### config.mk
export PLATFORM = sky130hd
export DESIGN_NAME = trigger_surround_cache
export DESIGN_NICKNAME = d
export VERILOG_FILES = /design/src/rtl/trigger_surround_cache.sv
export SDC_FILE = /design/constraint.sdc
export NUM_CORES = 1
export LEC_CHECK = 0
export CAP_MARGIN = 25
export CORE_ASPECT_RATIO = 0.8
export CORE_MARGIN = 2
export CORE_UTILIZATION = 59
export CTS_BUF_LIST = sky130_fd_sc_hd__clkbuf_16
export CTS_CLUSTER_DIAMETER = 80
export DETAILED_ROUTE_END_ITERATION = 16
export DONT_BUFFER_PORTS = 1
export HOLD_SLACK_MARGIN = 0.02
export PLACE_DENSITY = 0.75
export RECOVER_POWER = 100
export SLEW_MARGIN = 10
export SYNTH_ARGS = -nofsm -noshare
export SYNTH_HDL_FRONTEND = slang
export SYNTH_SLANG_ARGS = --single-unit
### constraint.sdc
create_clock -name clk -period 2.85 [get_ports clk]
set_clock_uncertainty 0.05 [all_clocks]
set_input_delay 0.57 -clock clk [delete_from_list [all_inputs] [get_ports clk]]
set_output_delay 0.57 -clock clk [all_outputs]
set_load 0.03 [all_outputs]
### src/rtl/trigger_surround_cache.sv
// trigger_surround_cache
// Captures 8-bit ADC samples into a ring buffer. When a sample reaches
// TRIG_THRESHOLD the buffer is frozen holding PRE_SAMPLES samples before the
// trigger and POST_SAMPLES samples from the trigger onward. The trigger
// timestamp is latched, and on host request the window is streamed out
// oldest first, one byte per non-stalled cycle.
//
// Ports:
//   clk           in   system clock, rising edge
//   reset         in   synchronous active-high reset
//   start         in   begin sampling (IDLE only)
//   adc_data[7:0] in   ADC sample, taken every clock in RUN/POST
//   req           in   host read request (DONE only)
//   sbf           in   send-buffer-full, stalls readout while high
//   trd           out  trigger detected
//   cd            out  cache done, window frozen and awaiting req
//   rdy           out  high in IDLE and DONE
//   trigtm[31:0]  out  timer value latched at the trigger sample
//   sd            out  send done, one-cycle pulse
//   dat[7:0]      out  readout byte
//   current_state[3:0] out  state encoding for debug
module trigger_surround_cache #(
    parameter logic [7:0] TRIG_THRESHOLD = 8'd200,
    parameter int         PRE_SAMPLES    = 16,
    parameter int         POST_SAMPLES   = 16,
    parameter int         DEPTH          = 32
) (
    input  logic        clk,
    input  logic        reset,
    input  logic        start,
    input  logic [7:0]  adc_data,
    input  logic        req,
    input  logic        sbf,
    output logic        trd,
    output logic        cd,
    output logic        rdy,
    output logic [31:0] trigtm,
    output logic        sd,
    output logic [7:0]  dat,
    output logic [3:0]  current_state
);

    localparam int AW = $clog2(DEPTH);
    localparam logic [AW-1:0] PRE_OFS    = AW'(PRE_SAMPLES);
    // Post counter value while the final post sample is being written.
    localparam logic [AW:0]   POST_LAST  = (AW+1)'(POST_SAMPLES - 1);
    localparam logic [AW:0]   BYTE_TOTAL = (AW+1)'(DEPTH);

    typedef enum logic [3:0] {
        ST_IDLE = 4'd0,
        ST_RUN  = 4'd1,
        ST_POST = 4'd2,
        ST_DONE = 4'd3,
        ST_SEND = 4'd4
    } state_t;

    state_t          state_r;
    state_t          state_nxt_s;
    logic            trig_hit_s;
    logic            post_last_s;
    logic            send_end_s;

    logic [7:0]      mem_r [0:DEPTH-1];
    logic [AW-1:0]   wp_r;
    logic [AW-1:0]   rp_r;
    logic [AW-1:0]   trig_ptr_r;
    logic [AW:0]     post_cnt_r;
    logic [AW:0]     byte_cnt_r;
    logic [31:0]     timer_r;
    logic [31:0]     trigtm_r;
    logic            trd_r;
    logic            cd_r;
    logic            sd_r;
    logic [7:0]      dat_r;

    // Decode conditions that drive both the state transition and the datapath.
    always_comb begin
        trig_hit_s  = 1'b0;
        post_last_s = 1'b0;
        send_end_s  = 1'b0;
        if (adc_data >= TRIG_THRESHOLD) begin
            trig_hit_s = 1'b1;
        end else begin
            trig_hit_s = 1'b0;
        end
        if (post_cnt_r == POST_LAST) begin
            post_last_s = 1'b1;
        end else begin
            post_last_s = 1'b0;
        end
        // All bytes already handed out; this cycle only raises sd.
        if (byte_cnt_r == BYTE_TOTAL) begin
            send_end_s = 1'b1;
        end else begin
            send_end_s = 1'b0;
        end
    end

    // Next-state selection.
    always_comb begin
        state_nxt_s = ST_IDLE;
        case (state_r)
            ST_IDLE: begin
                if (start) begin
                    state_nxt_s = ST_RUN;
                end else begin
                    state_nxt_s = ST_IDLE;
                end
            end
            ST_RUN: begin
                if (trig_hit_s) begin
                    state_nxt_s = ST_POST;
                end else begin
                    state_nxt_s = ST_RUN;
                end
            end
            ST_POST: begin
                if (post_last_s) begin
                    state_nxt_s = ST_DONE;
                end else begin
                    state_nxt_s = ST_POST;
                end
            end
            ST_DONE: begin
                if (req) begin
                    state_nxt_s = ST_SEND;
                end else begin
                    state_nxt_s = ST_DONE;
                end
            end
            ST_SEND: begin
                if (send_end_s) begin
                    state_nxt_s = ST_IDLE;
                end else begin
                    state_nxt_s = ST_SEND;
                end
            end
            default: begin
                state_nxt_s = ST_IDLE;
            end
        endcase
    end

    // State register.
    always_ff @(posedge clk) begin
        if (reset) begin
            state_r <= ST_IDLE;
        end else begin
            state_r <= state_nxt_s;
        end
    end

    // Capture buffer, pointers, timer and registered outputs.
    always_ff @(posedge clk) begin
        if (reset) begin
            for (int i = 0; i < DEPTH; i++) begin
                mem_r[i] <= 8'd0;
            end
            wp_r       <= '0;
            rp_r       <= '0;
            trig_ptr_r <= '0;
            post_cnt_r <= '0;
            byte_cnt_r <= '0;
            timer_r    <= 32'd0;
            trigtm_r   <= 32'd0;
            trd_r      <= 1'b0;
            cd_r       <= 1'b0;
            sd_r       <= 1'b0;
            dat_r      <= 8'd0;
        end else begin
            timer_r <= timer_r + 32'd1;
            sd_r    <= 1'b0;
            case (state_r)
                ST_RUN: begin
                    mem_r[wp_r] <= adc_data;
                    wp_r        <= wp_r + AW'(1);
                    if (trig_hit_s) begin
                        trigtm_r   <= timer_r;
                        trig_ptr_r <= wp_r;
                        trd_r      <= 1'b1;
                        // The trigger sample is the first post sample.
                        post_cnt_r <= (AW+1)'(1);
                    end
                end
                ST_POST: begin
                    mem_r[wp_r] <= adc_data;
                    wp_r        <= wp_r + AW'(1);
                    post_cnt_r  <= post_cnt_r + (AW+1)'(1);
                    if (post_last_s) begin
                        cd_r <= 1'b1;
                    end
                end
                ST_DONE: begin
                    if (req) begin
                        cd_r       <= 1'b0;
                        // Pointer arithmetic wraps modulo DEPTH.
                        rp_r       <= trig_ptr_r - PRE_OFS;
                        byte_cnt_r <= '0;
                    end
                end
                ST_SEND: begin
                    if (send_end_s) begin
                        sd_r  <= 1'b1;
                        trd_r <= 1'b0;
                    end else if (!sbf) begin
                        dat_r      <= mem_r[rp_r];
                        rp_r       <= rp_r + AW'(1);
                        byte_cnt_r <= byte_cnt_r + (AW+1)'(1);
                    end
                end
                default: begin
                    // IDLE and unused codes: sampling and readout stopped.
                end
            endcase
        end
    end

    assign trd           = trd_r;
    assign cd            = cd_r;
    assign sd            = sd_r;
    assign dat           = dat_r;
    assign trigtm        = trigtm_r;
    assign current_state = state_r;
    assign rdy           = (state_r == ST_IDLE) || (state_r == ST_DONE);

endmodule

==> Yosys cells after proc, flatten, opt, wreduce, memory -nomap -nowiden <==
Memory sizes are Yosys's and may differ from the RTL's. A register that Yosys moved wholly into a read port is not among the register bits.
Index checks and enable logic that the tools add are counted.
{ "op_classes": {"n_lt_le_gt_ge": 1, "muxes": 38, "reduce_logical": 15, "addsub": 6, "n_eq_ne": 12, "n_bitwise": 4} }
{ "ops": {"columns": ["op", "n"], "rows": [
  ["adder 32 x 1 -> 32 bit (second input constant)", 1],
  ["2-to-1 mux 6 bit", 4],
  ["one-hot mux 6 bit (2 select lines)", 2],
  ["2-to-1 mux 5 bit", 4],
  ["one-hot mux 4 bit (5 select lines)", 1],
  ["2-to-1 mux 1 bit", 19],
  ["2-to-1 mux 8 bit", 2],
  ["adder 6 x 1 -> 6 bit (second input constant)", 2],
  ["inequality test 2 bit (second input constant)", 6],
  ["adder 5 x 1 -> 5 bit (second input constant)", 2],
  ["one-hot mux 5 bit (2 select lines)", 1],
  ["AND reduction 3 bit", 3],
  ["equality test 4 x 2 -> 1 bit (second input constant)", 2],
  ["greater-or-equal comparator 8 bit (second input constant)", 1],
  ["nonzero test 2 bit", 4],
  ["OR reduction 8 bit", 1],
  ["equality test 6 x 4 -> 1 bit (second input constant)", 1],
  ["equality test 6 bit (second input constant)", 1],
  ["2-to-1 mux 3 bit", 2],
  ["subtractor 5 bit (second input constant)", 1],
  ["equality test 4 x 1 -> 1 bit (second input constant)", 1],
  ["equality test 4 x 3 -> 1 bit (second input constant)", 1],
  ["zero test 4 bit", 1],
  ["one-hot mux 1 bit (2 select lines)", 2],
  ["other kinds (7)", 11]
]} }
{ "totals": {"ff_bits": 98, "ram_bits": 256, "word_cells": 88, "mem_count": 1, "inputBits": 13, "out_inout_bits": 48} }
{ "mem_list": {"columns": ["name", "depth", "width", "read_ports", "rd_clocked_by_memory_dff", "write_ports", "line_no", "source"], "rows": [
  ["mem_r", 32, 8, 1, 1, 32, "63", "logic [7:0] mem_r [0:DEPTH-1];"]
]} }

==> Longest topological paths before layout <==
Gate-level depths: netlist of run 1.
{ "depth": {"ltp_word": 7, "depth_mapped": 8} }

==> Worst setup path before layout of run 1 <==
Ideal clock, no wire load.
{ "synth_timing": {"path_kind": "reg-to-reg", "start": "register state_r[1] (netlist: current_state[1])", "end": "memory mem_r[15][0], enable pin", "stages_incl_launch_ff": 7, "slack_ps": 622, "path_buffers": 1, "t_arrival_ps": 1869, "required_ps": 2491, "cell_sequence": "dfxtp_1 -> buf_2 -> xnor2_1 -> nor3_1 -> nand2_1 -> nor2_1 -> or2_2"} }
{ "synth_lines": {"columns": ["element", "line_no", "source"], "rows": [
  ["start, declared", "57", "state_t state_r;"],
  ["start signal, assigned", "149", "state_r <= state_nxt_s;"],
  ["end, declared", "63", null]
]} }

==> out/results.tsv, run 1 <==
stage	metric	value	unit
sta	tns	0	ns
synth	yosysWarnings	0	
sta	finalSetupViolations	0	
worst_hold_path	hold_path_end	cd	
synth	synthArstFlopShare	0	%
global_route	antenna_found_initial	0	
sta	period_share	93.9	%
cts	cts_buffers	37	
cts	cts_hold_buf	0	
synth	ys_types	51	
sta	tightest_slew	0.787	ns
critical_path	crit_slowest_cell	nor3_1	
synth	synth-adder-area-share	0.693	%
pwr	p_sw_share	20.8	%
sta	final_hold_viol_count	0	
critical_path	reg2reg_to	mem_r[3][7]	
cts	clock_latency	0.52	ns
routing	via_per_inst	5.92	
synth	synth-seq-cells	361	
critical_path	cp_max_fo	9	
routing	routed_wl	36700	um
synth	synth_top_family_by_area	simple AND/OR/NAND/NOR gates	
die	die_height	152	um
sta	relSlewSlack	47.5	%
cts	post_cts_buffers	0	
routing	route.detailed.drc	0	
synth	synth_compound_area_share	5.94	%
global_route	grt_max_degree	130	
routing	vias	10307	
place	numPortBuffers	0	
global_route	grt_pass1_vias	10020	
synth	synth_cells	1355	
synth	syn_area	16300	sq um
pwr	pwr-share-comb	3.3	%
critical_path	r2r_cells	6	
routing	firstDrtPassIters	5	
synth	synth_edf_count	256	
cts	cts_resized	0	
cts	clockRootBuffer	clkbuf_16	
layout	nets	1370	
routing	drtIter0Drc	1062	
global_route	met3_usage	5.83	%
synth	synth-xor-area-share	1.78	%
die	coreArea	27200	sq um
critical_path	r2r_slack	0.17	ns
sta	fmax	0.374	GHz
sta	slew_viol_final	0	
die	die_w	190	um
critical_path	r2r-start	current_state[2]	
global_route	grt_pass1_wl	56900	um
place	gp_congestion	0.836	
worst_hold_path	min_path_cells	1	
global_route	met2_usage	37.6	%
run	drv_cap	0	
die	die-area	28900	sq um
sta	fin_crit	2.68	ns
global_route	use_met1	38.8	%
cts	clk_pin_slew	0.06	ns
global_route	top_usage_layer	met1	
cts	cts_buffer_depth	3	
pwr	power	10.9	mW
synth	yosys.area_share.simple	19.5	%
layout	syn2layout_area_growth	9.75	%
synth	synth_ff_type	edfxtp_1	
synth	avgSynthCellArea	12.0	sq um
place	dp_hpwl	23500	um
critical_path	path_class	reg2reg	
status	status	complete, no violations	
cts	cts.sinks	361	
critical_path	cp.required	3.00	ns
sta	hold_ws	0.0726	ns
pwr	p_switching	2.26	mW
global_route	grt_overflow	0	
pwr	power.leakage	6.02	nW
critical_path	cp-end-kind	flip-flop	
pwr	p_int	8.63	mW
pwr	clkPwrFrac	43.3	%
die	ioPinCount	61	
layout	n_fill_cell	2072	
critical_path	worstSetupStartpointType	flip-flop	
routing	wire_per_inst	21.1	um
synth	muxShareOfSynthArea	9.39	%
critical_path	critPathArrivalTime	2.82	ns
worst_hold_path	min_path_type	in2reg	
critical_path	cp_slowest_stage_delay	0.50	ns
global_route	grt.total_usage	25.5	%
sta	rsz0062_at_grt	no	
worst_hold_path	worstHoldStart	reset	
cts	cts_max_level	2	
die	start_util	59.8	%
pwr	worst_ir_drop_vdd	0.436	mV
synth	yosysSeqAreaShare	60.2	%
routing	ant_nets	0	
die	rows	54	
pwr	powerDensity	610	nW/um^2
critical_path	crit_chain	buf_4 -> nor3_1 -> nand2_1 -> nor2_1 -> clkbuf_1 -> or2_2	
synth	synth_nets	1377	
pwr	pwr-share-seq	53.4	%
cts	cts_tree	yes	
layout	drive_above_1_share	10.1	%
[cell usage in the layout, fill, tap and decap left out, types with 3 or more instances in the layout]
cell type,synthesis,layout
a211oi_1,3,3
a21oi_1,73,73
a22oi_1,40,40
a311oi_1,3,3
a32o_1,8,8
and2_0,0,137
and2_1,261,124
and3_1,5,5
and4_1,4,4
buf_12,0,5
buf_4,1,11
bufinv_16,0,3
clkbuf_1,72,27
clkbuf_16,0,39
clkinv_1,0,6
clkinv_2,0,3
dfxtp_1,105,103
edfxtp_1,256,256
ha_1,9,9
inv_1,11,24
mux2i_1,85,85
mux4_2,30,30
nand2_1,104,104
nand3_1,18,18
nand3b_1,3,3
nand4_1,11,11
nor2_1,97,96
nor2b_1,7,7
nor3_1,13,13
nor3b_1,3,3
nor4_1,7,6
o21ai_0,9,9
o22ai_1,3,3
or2_0,0,3
or2_2,34,31
or3_1,4,4
or3b_2,4,4
or4_1,3,3
xnor2_1,16,16
xor2_1,17,17
[synth_stat cells (3+ instances only)]
library cell | number | share of area, %
or3_1 | 4 | 0.15
and3_1 | 5 | 0.19
a21oi_1 | 73 | 2.2
dfxtp_1 | 105 | 13
buf_2 | 12 | 0.37
nor2_1 | 97 | 2.2
nor3b_1 | 3 | 0.14
o21ai_0 | 9 | 0.28
mux2i_1 | 85 | 5.2
nor2b_1 | 7 | 0.27
xor2_1 | 17 | 0.92
edfxtp_1 | 256 | 47
or3b_2 | 4 | 0.22
or2_2 | 34 | 1.3
a211oi_1 | 3 | 0.14
nor3_1 | 13 | 0.40
and2_1 | 261 | 10
and4_1 | 4 | 0.22
o22ai_1 | 3 | 0.12
a32o_1 | 8 | 0.49
a311oi_1 | 3 | 0.16
nand3b_1 | 3 | 0.14
ha_1 | 9 | 0.69
nand3_1 | 18 | 0.55
xnor2_1 | 16 | 0.86
inv_1 | 11 | 0.25
clkbuf_1 | 72 | 1.7
nor4_1 | 7 | 0.27
or4_1 | 3 | 0.14
mux4_2 | 30 | 4.2
nand4_1 | 11 | 0.42
a22oi_1 | 40 | 1.8
buf_1 | 5 | 0.12
nand2_1 | 104 | 2.4
[how the worst max path moves through the flow]
stage	from	end	slack, ns	cells past startpoint
2_1_floorplan	current_state[1]	mem_r[15][0]	0.62	6
3_3_place_gp	reset	mem_r[8][0]	0.30	4
3_5_place_dp	reset	mem_r[4][5]	0.16	4
4_1_cts	current_state[2]	mem_r[4][2]	0.22	5
5_1_grt	current_state[1]	mem_r[8][4]	0.003	5
6_report	current_state[2]	mem_r[3][7]	0.17	6
[state kept, by name, indices dropped and copies added, names as in the netlist]
signal,cells
sd,1
cd,1
current_state,3
mem_r,256
trd,1
trigtm,32
wp_r,5
dat,8
post_cnt_r,6
timer_r,32
rp_r,5
byte_cnt_r,6
trig_ptr_r,5
[metal layers]
metal	up-vias	share of wire, %
met1	5082	45
met4	0	1.9
met5	-	0
li1	4803	-
met3	59	8.9
met2	363	44
[power by group through the flow]
stage                     combinational, mW  clock (mW)  sequential (mW)
final                                 0.355        4.72             5.82
after global routing                  0.383        4.96             5.83
after CTS                             0.358        4.76             5.82
after detailed placement              0.356           0             5.93
after global placement                0.347           0             5.92
after floorplan                       0.303           0             5.90
[critical path: cells and delay by family, from the launching register on]
kind / cells / cell delay (ns)
buffers and inverters: 2 / 0.48
AND/OR/NAND/NOR: 4 / 1.52
flip-flops: 1 / 0.31
[layout make-up]
class                      instances  area (sq um)  share of cell area [%]
antenna                            1          2.50                  0.0140
clock buffer                      39           976                    5.47
sequential                       361          9790                    54.9
tap                              364           455                    2.55
multi-input combinational        893          6070                    34.0
timing repair buffer              44           292                    1.63
clock inverter                    29           210                    1.18
inverter                          11          41.3                   0.231
[cell families after synthesis]
logic type | Yosys count
AND/OR/NAND/NOR | 584
flip-flops | 361
AO/OA/AOI/OAI | 151
multiplexers | 115
buffers and inverters | 101
XOR/XNOR | 33
adder cells (fa/ha/maj) | 9
other | 1
[per-stage QoR]
step | area, sq um | instances | utilization, % | setup WS [ns]
floorplan | 16300 | 1355 | - | 0.622
global placement | 16700 | 1672 | 61.7 | 0.302
detailed placement | 16700 | 1672 | 61.7 | 0.163
CTS | 17900 | 1740 | 66.0 | 0.218
global route | 17800 | 1741 | 65.7 | 0.00330
finish | 17800 | 1742 | 65.7 | 0.175
Power figures use the tool's default switching activity.
==> run 2: changes to the inputs <==
--- a/config.mk
+++ b/config.mk
@@ -8,7 +8,7 @@
 export CAP_MARGIN = 25
 export CORE_ASPECT_RATIO = 0.8
 export CORE_MARGIN = 2
-export CORE_UTILIZATION = 59
+export CORE_UTILIZATION = 57
 export CTS_BUF_LIST = sky130_fd_sc_hd__clkbuf_16
 export CTS_CLUSTER_DIAMETER = 80
 export DETAILED_ROUTE_END_ITERATION = 16
==> constraint.sdc (replaced) <==
create_clock -name clk -period 2.3 [get_ports clk]
set_clock_uncertainty 0.05 [all_clocks]
set_input_delay 0.46 -clock clk [delete_from_list [all_inputs] [get_ports clk]]
set_output_delay 0.46 -clock clk [all_outputs]
set_load 0.03 [all_outputs]
==> run 2 against run 1 <==
Net effect:
- cell count rose by 1.3%
- worst hold slack better by 0.011 ns
- setup slack worse by 0.098 ns
- sequential share of layout area fell by 0.22 points
- highest routed layer unchanged
- sequential power grew 24%
- critical endpoint is now mem_r[29][3]
- via count grew 0.43%
- clock-buffer cell count shrank 1
- power increased by 21%
- maximum frequency is 20% higher
- utilization shrank 2.0 points
==> out/results.tsv, run 2 (same netlist as run 1, synthesis figures left out) <==
stage	metric	value	unit
status	status	complete, no violations	
global_route	grt_pass1_vias	10188	
die	die_height	155	um
pwr	powerDensity	737	nW/um^2
run	drv_cap	0	
critical_path	cp_max_fo	9	
routing	firstDrtPassIters	5	
layout	drive_above_1_share	11.0	%
sta	fin_crit	2.22	ns
cts	cts_resized	0	
sta	tightest_slew	0.616	ns
cts	cts_max_level	2	
routing	routed_wl	37100	um
sta	tns	0	ns
critical_path	cp-end-kind	flip-flop	
cts	clk_pin_slew	0.06	ns
cts	cts.sinks	361	
routing	ant_nets	0	
die	start_util	57.7	%
global_route	antenna_found_initial	0	
die	rows	55	
place	placed_cells	1700	
layout	layoutNonFillerInstCount	1765	
global_route	grt_max_degree	94	
sta	relSlewSlack	58.9	%
cts	cts_buffers	36	
place	gp_congestion	0.822	
global_route	grt_overflow	0	
global_route	grt_pass1_wl	57700	um
critical_path	path_class	reg2reg	
sta	slew_viol_final	0	
cts	post_cts_buffers	0	
critical_path	worstSetupStartpointType	flip-flop	
cts	cts_tree	yes	
layout	nets	1391	
routing	via_per_inst	5.86	
routing	wire_per_inst	21.0	um
worst_hold_path	min_path_type	in2reg	
critical_path	cp.required	2.46	ns
sta	fmax	0.450	GHz
place	dp_hpwl	23700	um
layout	syn2layout_area_growth	10.2	%
pwr	worst_ir_drop_vdd	0.547	mV
pwr	power.leakage	6.10	nW
place	numPortBuffers	0	
routing	drtIter0Drc	926	
die	coreArea	28100	sq um
routing	route.detailed.drc	0	
sta	period_share	96.7	%
layout	largest_register_ffs	256	
sta	final_hold_viol_count	0	
cts	cts_buffer_depth	3	
layout	multi_input_area	6060	sq um
pwr	power	13.2	mW
layout	diodes	0	
layout	layout_common_cells	edfxtp_1, and2_0, and2_1	
cts	clockRootBuffer	clkbuf_16	
die	ioPinCount	61	
layout	seqCellArea	9790	sq um
critical_path	critPathArrivalTime	2.39	ns
die	die-area	29900	sq um
layout	final_common_cell	edfxtp_1	
global_route	grt.total_usage	25.3	%
routing	vias	10351	
sta	rsz0062_at_grt	yes	
layout	n_fill_cell	2118	
cts	clock_latency	0.52	ns
die	die_w	193	um
sta	finalSetupViolations	0	
layout	largest_register	mem_r	
[run 2: path summary, 6_finish.rpt]
check	from	to	slack, ns	depth (start not counted)
setup / recovery	current_state[1]	mem_r[29][3]	0.08	6
hold / removal	adc_data[4]	mem_r[27][4]	0.08	1
setup reg to reg	current_state[1]	mem_r[29][3]	0.08	6
hold reg to reg	trig_ptr_r[3]	trig_ptr_r[3]	0.41	2
[run 2: power breakdown]
group          total [mW]  leakage [nW]  internal, mW  switching [mW]
logic               0.486          2.02         0.173           0.312
clock network        5.51         0.591          3.10            2.41
registers            7.21          3.49          7.13          0.0786
total                13.2          6.10          10.4            2.80
[run 2: area by class of cell]
| type | instances | area share, % |
|---|---|---|
| multi-input cells | 893 | 33.9 |
| clock buffers | 38 | 5.31 |
| inverters | 11 | 0.231 |
| well taps | 370 | 2.58 |
| repair buffers | 66 | 2.52 |
| clock inverters | 26 | 0.810 |
| flip-flops and latches | 361 | 54.7 |
[run 2: repair_timing]
item | CTS | global route
hold endpoints to repair | 93 | 0
setup endpoints to repair | 0 | 2
hold buffers | 1 | 0
[run 2: per-stage QoR]
stage	hold slack [ns]	worst slack (ns)	cell area (sq um)	utilization (%)
after CTS	0.0736	0.151	18000	64.1
final	0.0841	0.0767	17900	63.6
after global routing	0.0739	-0.00145	17900	63.6
after floorplan	0.376	0.0718	16300	-
after detailed placement	0.393	0.130	16900	60.1
after global placement	0.390	0.196	16900	60.1
[run 2: critical path: stages (launching register included)]
cell and delay [ns]:
dfxtp_1 0.32, xnor2_1 0.15, nor3_1 0.24, buf_4 0.19
nand2_1 0.22, nor2_1 0.43, or2_2 0.31
[run 2: layer usage]
layer	track usage, %	wire length, um	up-vias
li1	-	-	4843
met1	37.3	16800	5096
met2	37.9	16600	357
met3	5.73	3070	55
met4	6.69	656	0
met5	0	0	-
